$ cat src/rtl/dff_pipeline_pkg.sv
// Shared constants and width helpers for the dff_pipeline delay line.
// Select and count widths are derived from DEPTH here so every user agrees on them.
package dff_pipeline_pkg;

   localparam int DEF_WIDTH = 8;
   localparam int DEF_DEPTH = 4;

   // A single-stage pipeline still needs a 1-bit tap select.
   function automatic int sel_width(input int depth);
      return (depth <= 1) ? 1 : $clog2(depth);
   endfunction

   function automatic int cnt_width(input int depth);
      return $clog2(depth + 1);
   endfunction

endpackage

$ cat src/rtl/dff_stage.sv
// One pipeline stage: a valid flop plus a WIDTH-bit payload register.
// Valid always resets; the payload resets only when DATA_RESET is set.
module dff_stage
   import dff_pipeline_pkg::*;
#(
   parameter int               WIDTH      = DEF_WIDTH,
   parameter logic [WIDTH-1:0] RESET_VAL  = '0,
   parameter bit               DATA_RESET = 1'b1
) (
   input  logic             i_clk,
   input  logic             i_rst,
   input  logic             i_en,
   input  logic             i_clr,
   input  logic             i_valid,
   input  logic [WIDTH-1:0] i_d,
   output logic             o_valid,
   output logic [WIDTH-1:0] o_q
);

   logic             r_vld;
   logic [WIDTH-1:0] r_dat;

   always_ff @(posedge i_clk or posedge i_rst) begin
      if (i_rst) begin
         r_vld <= 1'b0;
      end else if (i_clr) begin
         r_vld <= 1'b0;
      end else if (i_en) begin
         r_vld <= i_valid;
      end
   end

   generate
      if (DATA_RESET) begin : g_data_rst
         always_ff @(posedge i_clk or posedge i_rst) begin
            if (i_rst) begin
               r_dat <= RESET_VAL;
            end else if (i_clr) begin
               r_dat <= RESET_VAL;
            end else if (i_en) begin
               r_dat <= i_d;
            end
         end
      end else begin : g_data_norst
         // Reset-free payload: a flush only drops validity, the data is held.
         always_ff @(posedge i_clk) begin
            if (i_en && !i_clr) begin
               r_dat <= i_d;
            end
         end
      end
   endgenerate

   assign o_valid = r_vld;
   assign o_q     = r_dat;

endmodule

$ cat src/rtl/dff_pipeline.sv
// DEPTH-stage enable-able register pipeline with stall, synchronous flush,
// a combinational stage tap and a registered occupancy count.
module dff_pipeline
   import dff_pipeline_pkg::*;
#(
   parameter int               WIDTH      = DEF_WIDTH,
   parameter int               DEPTH      = DEF_DEPTH,
   parameter logic [WIDTH-1:0] RESET_VAL  = '0,
   parameter bit               DATA_RESET = 1'b1,
   localparam int              SELW       = sel_width(DEPTH),
   localparam int              CNTW       = cnt_width(DEPTH)
) (
   input  logic             clk,
   input  logic             reset,
   input  logic             en_i,
   input  logic             flush_i,
   input  logic             valid_i,
   input  logic [WIDTH-1:0] d_i,
   output logic             valid_o,
   output logic [WIDTH-1:0] q_o,
   input  logic [SELW-1:0]  tap_sel_i,
   output logic             tap_valid_o,
   output logic [WIDTH-1:0] tap_q_o,
   output logic [CNTW-1:0]  occupancy_o
);

   logic [DEPTH-1:0] w_vld;
   logic [WIDTH-1:0] w_dat [DEPTH];
   logic [CNTW-1:0]  r_occ;

   generate
      for (genvar k = 0; k < DEPTH; k++) begin : g_stage
         logic             w_v_in;
         logic [WIDTH-1:0] w_d_in;

         if (k == 0) begin : g_head
            assign w_v_in = valid_i;
            assign w_d_in = d_i;
         end else begin : g_body
            assign w_v_in = w_vld[k-1];
            assign w_d_in = w_dat[k-1];
         end

         dff_stage #(
            .WIDTH      (WIDTH),
            .RESET_VAL  (RESET_VAL),
            .DATA_RESET (DATA_RESET)
         ) u_stage (
            .i_clk   (clk),
            .i_rst   (reset),
            .i_en    (en_i),
            .i_clr   (flush_i),
            .i_valid (w_v_in),
            .i_d     (w_d_in),
            .o_valid (w_vld[k]),
            .o_q     (w_dat[k])
         );
      end
   endgenerate

   // Tracks popcount(w_vld) incrementally: +1 for an entry in, -1 for one leaving.
   always_ff @(posedge clk or posedge reset) begin
      if (reset) begin
         r_occ <= '0;
      end else if (flush_i) begin
         r_occ <= '0;
      end else if (en_i) begin
         r_occ <= r_occ + CNTW'(valid_i) - CNTW'(w_vld[DEPTH-1]);
      end
   end

   always_comb begin
      tap_valid_o = 1'b0;
      tap_q_o     = '0;
      for (int k = 0; k < DEPTH; k++) begin
         if (tap_sel_i == SELW'(k)) begin
            tap_valid_o = w_vld[k];
            tap_q_o     = w_dat[k];
         end
      end
   end

   assign valid_o     = w_vld[DEPTH-1];
   assign q_o         = w_dat[DEPTH-1];
   assign occupancy_o = r_occ;

endmodule

$ cat config.mk
export PLATFORM = sky130hd
export DESIGN_NAME = dff_pipeline
export DESIGN_NICKNAME = d
export VERILOG_FILES = /design/src/rtl/dff_pipeline_pkg.sv /design/src/rtl/dff_stage.sv /design/src/rtl/dff_pipeline.sv
export SDC_FILE = /design/constraint.sdc
export NUM_CORES = 1
export LEC_CHECK = 0
export CAP_MARGIN = 20
export CORE_MARGIN = 2
export CORE_UTILIZATION = 31
export CTS_CLUSTER_SIZE = 40
export DETAILED_ROUTE_END_ITERATION = 12
export DONT_BUFFER_PORTS = 1
export PLACE_DENSITY_LB_ADDON = 0.3
export REMOVE_ABC_BUFFERS = 1
export SLEW_MARGIN = 20
export SYNTH_ARGS = -nofsm -noshare
export SYNTH_HDL_FRONTEND = slang
export SYNTH_HIERARCHICAL = 1
export SYNTH_SLANG_ARGS = --single-unit
$ cat constraint.sdc
create_clock -name clk -period 1.8 [get_ports clk]
set_input_delay 0.27 -clock clk [delete_from_list [all_inputs] [get_ports clk]]
set_output_delay 0.27 -clock clk [all_outputs]
set_load 0.02 [all_outputs]
Yosys cells after proc, flatten, opt, wreduce, memory -nomap -nowiden:

Cells that the tools add are included.

* eq/ne operators: 3
* add/sub/neg operators: 2
* mux-type cells: 26
* reduce and logical (&&, ||, !) cells: 2

Operators with widths (count)
* 8-bit 2-to-1 mux: 12
* 1-bit 2-to-1 mux: 12
* 3-bit 2-to-1 mux: 2
* 2-bit == test, second input constant: 2
* 3-bit by 1-bit adder with 3-bit output: 1
* 3-bit by 1-bit subtractor with 3-bit output: 1
* 2-bit by 1-bit == test with 1-bit output, second input constant: 1
* 2-bit logical NOT: 1
* 2-bit nonzero test: 1

* logic and storage cells: 42
* output and inout port bits: 21
* input bits: 15
* register bits: 39

Logic depth before layout (Yosys ltp):

* word-level depth: 5
* depth in mapped cells: 9
* mapped depth without buffers: 9

Cells and area by module:

The synthesis kept the hierarchy.

By module, submodules not included
* dff_stage: cells an instance 30, sequential area each 225.2 um^2, times used 4, area each 367.9 um^2
* dff_pipeline: cells an instance 30, sequential area each 75.1 um^2, times used 1, area each 411.6 um^2

Worst setup path after synthesis:

OpenSTA, ideal clock, no wires.

* kind: register to register
* from: register r_occ[0] (netlist: occupancy_o[0])
* to: register r_occ[2] (netlist: occupancy_o[2])
* period minus slack after synthesis: 1908 ps
* arrival time: 1788 ps
* slack: -108 ps
* stages on the path, launching flop included: 10
* library setup time: 120 ps
* path buffers: 0
* data required time: 1680 ps
* cells stage by stage: dfrtp_1 inv_1 ha_1 inv_1 ha_1 inv_1 fa_1 xor2_1 a21oi_1 a31o_2

* word-level cells in the longest chain between the ends: 4

Ends and longest elaborated chain
* from (decl): line dff_pipeline.sv:29 `logic [CNTW-1:0] r_occ;`
* from (signal assigned): line dff_pipeline.sv:68 `r_occ <= r_occ + CNTW'(valid_i) - CNTW'(w_vld[DEPTH-1]);`
* 3-bit by 1-bit adder with 3-bit output: line dff_pipeline.sv:68
* 3-bit by 1-bit subtractor with 3-bit output: line dff_pipeline.sv:68
* 3-bit 2-to-1 mux: line dff_pipeline.sv:67 `end else if (en_i) begin`
* 3-bit 2-to-1 mux: line dff_pipeline.sv:65 `end else if (flush_i) begin`

Every way passes these cells. The select of a mux whose other input is x is not followed.
A chain may end at the register's enable or synchronous reset.

Worst setup path after layout:

* from: register g_stage[3].u_stage.r_vld
* to: register r_occ[2] (netlist: occupancy_o[2])

* word-level cells in the longest chain between the ends: 3

Ends and longest elaborated chain
* from (decl): line dff_stage.sv:20 `logic r_vld;`
* from (signal assigned): line dff_stage.sv:29 `r_vld <= i_valid;`
* 3-bit by 1-bit subtractor with 3-bit output: line dff_pipeline.sv:68
* 3-bit 2-to-1 mux: line dff_pipeline.sv:67
* 3-bit 2-to-1 mux: line dff_pipeline.sv:65

Every way passes these cells. The select of a mux whose other input is x is not followed.

==> results by group <==
Outcome
  • Status: finished, violations left
  • Failing checks: negative setup slack

CTS
  • CTS buffer count: 5
  • Sink Count: 39
  • Reg clk slew, reported paths: roughly 80 ps
  • CTS H-tree depth: 2
  • Post-CTS Setup Repair Bufs: 0
  • CTS tree: yes
  • Skew-Pair Late Insertion Delay: between 200 and 300 ps
  • CTS Root Cell: clkbuf_8
  • Worst-case clock buffer depth: 2

Global route
  • GR Overflow Total: 0
  • Global-route wire length before repair: 6.45 mm
  • Initial antenna violation count: 0
  • Largest net degree at the start of global routing: 42
  • Vias in the first global route: 1245
  • Global Route Usage Sum: 13.4%

Place
  • Placed insts: 218
  • DP Wirelength: between 2 and 3 mm
  • Dpl ws: -84.4 ps
  • I/O Buffers: 0
  • DP Area: between 0.0015 and 0.002 mm2
  • Routability cong.: 0.694

Min path
  • Hold depth: 1
  • Hold path endpoint: g_stage[1].u_stage/o_q[6]$_DFFE_PP0P_
  • Critical hold path startpoint: flush_i
  • HP Class: in2reg

STA
  • Slew margin rel.: approximately 66%
  • Setup violators final: 1
  • Min Clock Period, post-route: 1860 ps
  • Fmax: 0.538 GHz
  • PnR worst setup slack: -57.4 ps
  • RSZ-0062 raised after global routing: true
  • Clock Skew: about 4.0 ps
  • Worst slew pin tran: just over 500 ps
  • Final hold violations: 0
  • Pins Over Slew Limit: 0
  • Final period util: 103%

Layout
  • Layout Cells excl Fill: about 230
  • # nets final: 169
  • # diodes: 0
  • Area growth syn-to-layout: 7.91%
  • Fraction of layout cells with a size suffix above 1: about 15%
  • Fillers: ~600
  • Final instance area: between 0.002 and 0.0025 mm2

Setup path
  • Worst Path Class, Setup: reg2reg
  • Worst EP required: approximately 2000 ps
  • CP Max Fanout: 2
  • CP Launch Type: flop
  • R2R depth: 8
  • Reg2Reg Setup Slack: -60 ps
  • Critical path arrival: between 2000 and 2500 ps
  • Reg-to-reg endpoint: occupancy_o[2]$_DFFE_PP0P_
  • Reg2reg start: g_stage[3].u_stage/o_valid$_DFFE_PP0P_
  • Crit. End Element: flop

Route
  • Wire per inst: 18.6 um
  • Final WL: around 4.2 mm
  • DR pass1 iterations: 4
  • ANT nets after route: 0
  • Starting DRT DRC Count: 87
  • Vias per cell: approximately 5.1
  • Routed via count: ~1100
  • DRC viols: 0

Pwr
  • Power density cells: approximately 820 mW/mm2
  • Lkg Pwr: around 1 nW
  • VDD IR max: about 370 uV

Floorplan
  • I/O pin total: 36
  • Core Region: between 0.005 and 0.006 mm2
  • Die Area: approximately 0.0067 mm2
  • Initial Util: between 30% and 40%
  • FP Rows: 28
  • Die Wd: roughly 82 um
  • Die Height: approximately 80 um

Yosys
  • Mapped Cells: 150
  • Top post-synthesis cells by area: dfrtp_1, mux2i_1, mux4_2
  • Top-area cell type share of the netlist area: between 50% and 60%
  • Synth async-reset ratio: 100%
  • Area leader, netlist: dfrtp_1
  • Mapped cell area: 0.00188 mm2
  • #FFs+latches synth: 39
  • Top FF cell, synth: dfrtp_1
  • YS warnings: 6
  • Unique masters post-synth: 15
  • Register area share after synthesis: 51.8%
  • Synth top cells by count: dfrtp_1, nor2_1, mux2i_1
  • Number of synthesized flops with an enable pin: 0
  • Syn Area/Cell: roughly 13 um2

Job
  • # Max-Cap Violations: 0
## how the worst max path moves through the flow
stage                                      startpoint                         end  slack [ps]  cells after the start
2_1_floorplan              occupancy_o[0]$_DFFE_PP0P_  occupancy_o[2]$_DFFE_PP0P_        -110                      9
3_3_place_gp   g_stage[3].u_stage/o_valid$_DFFE_PP0P_  occupancy_o[2]$_DFFE_PP0P_           2                      8
3_5_place_dp   g_stage[3].u_stage/o_valid$_DFFE_PP0P_  occupancy_o[2]$_DFFE_PP0P_         -80                      8
4_1_cts        g_stage[3].u_stage/o_valid$_DFFE_PP0P_  occupancy_o[2]$_DFFE_PP0P_         -60                      8
5_1_grt                    occupancy_o[0]$_DFFE_PP0P_  occupancy_o[2]$_DFFE_PP0P_        -160                      9
6_report       g_stage[3].u_stage/o_valid$_DFFE_PP0P_  occupancy_o[2]$_DFFE_PP0P_         -60                      8
## cell families after synthesis
family | share of synthesized area (%)
muxes | 30.4
AOI/OAI and AO/OA | 1.13
xor gates and xnor gates | 0.465
buffers and inverters | 5.65
adders and majority gates | 2.39
and+or+nand+nor | 8.11
DFF | 51.8
## flip-flops by register name (all words and copies together), names as in the netlist
signal and count:
g_stage.u_stage/o_valid 4, occupancy_o 3, g_stage.u_stage/o_q 32
## metrics by stage
| step | setup TNS, ps | hold WS [ps] | total power (W) | util [%] |
|---|---|---|---|---|
| after floorplan | -108 | 23.6 | 0.00106 | - |
| after global placement | 0 | 32.0 | 0.00108 | 32.7 |
| after detailed placement | -84.4 | 40.6 | 0.00109 | 32.7 |
| after CTS | -60.5 | 28.7 | 0.00168 | 34.3 |
| after global routing | -160 | 24.2 | 0.00174 | 34.5 |
| final | -57.4 | 38.2 | 0.00166 | 34.5 |
## power by group
| part | switching [W] | internal, W |
|---|---|---|
| sequential | 0.0000280 | 0.000904 |
| combinational | 0.0000765 | 0.0000732 |
| clock | 0.000310 | 0.000271 |
## critical path: stages (launching register included)
cell and delay, ps:
dfrtp_1 380, ha_1 290, inv_1 60, ha_1 150
inv_1 50, fa_2 350, xor2_2 180, a21oi_2 70
a31o_2 220
## layout make-up
cell class	instances	area (um2)	area share, %
Clock buffer	6	72.6	3.57
Clock inverter	2	12.5	0.616
Inverter	8	30.0	1.48
Multi-Input combinational cell	93	815	40.1
Sequential cell	39	976	48.0
Tap cell	75	93.8	4.62
Timing Repair Buffer	4	32.5	1.60
## per-layer routing
metal / wire length (um) / global-route usage (%) / up-vias
met3: 248 / 4.07 / 6
met1: 1650 / 15.0 / 605
met5: 0 / 0 / -
li1: - / - / 508
met4: 82 / 5.00 / 0
met2: 2250 / 23.9 / 30
## repair_timing
action	CTS	global route
resized for setup	1	2
endpoints found under the hold margin	39	0
hold buffers	1	0
pin swaps	2	1
setup endpoints to repair	1	1
## cell usage in the layout (no fill, tap or decap)
master,count
clkbuf_8,5
mux2i_1,37
dlygate4sd3_1,1
a31o_2,1
inv_1,8
buf_4,3
nand2b_1,1
clkinvlp_4,1
a21oi_2,1
dfrtp_1,39
ha_1,2
xor2_2,1
nor2_1,39
mux4_2,9
fa_2,1
a211oi_1,1
clkinv_2,1
clkbuf_1,1
(Power assumes the default switching activity.)
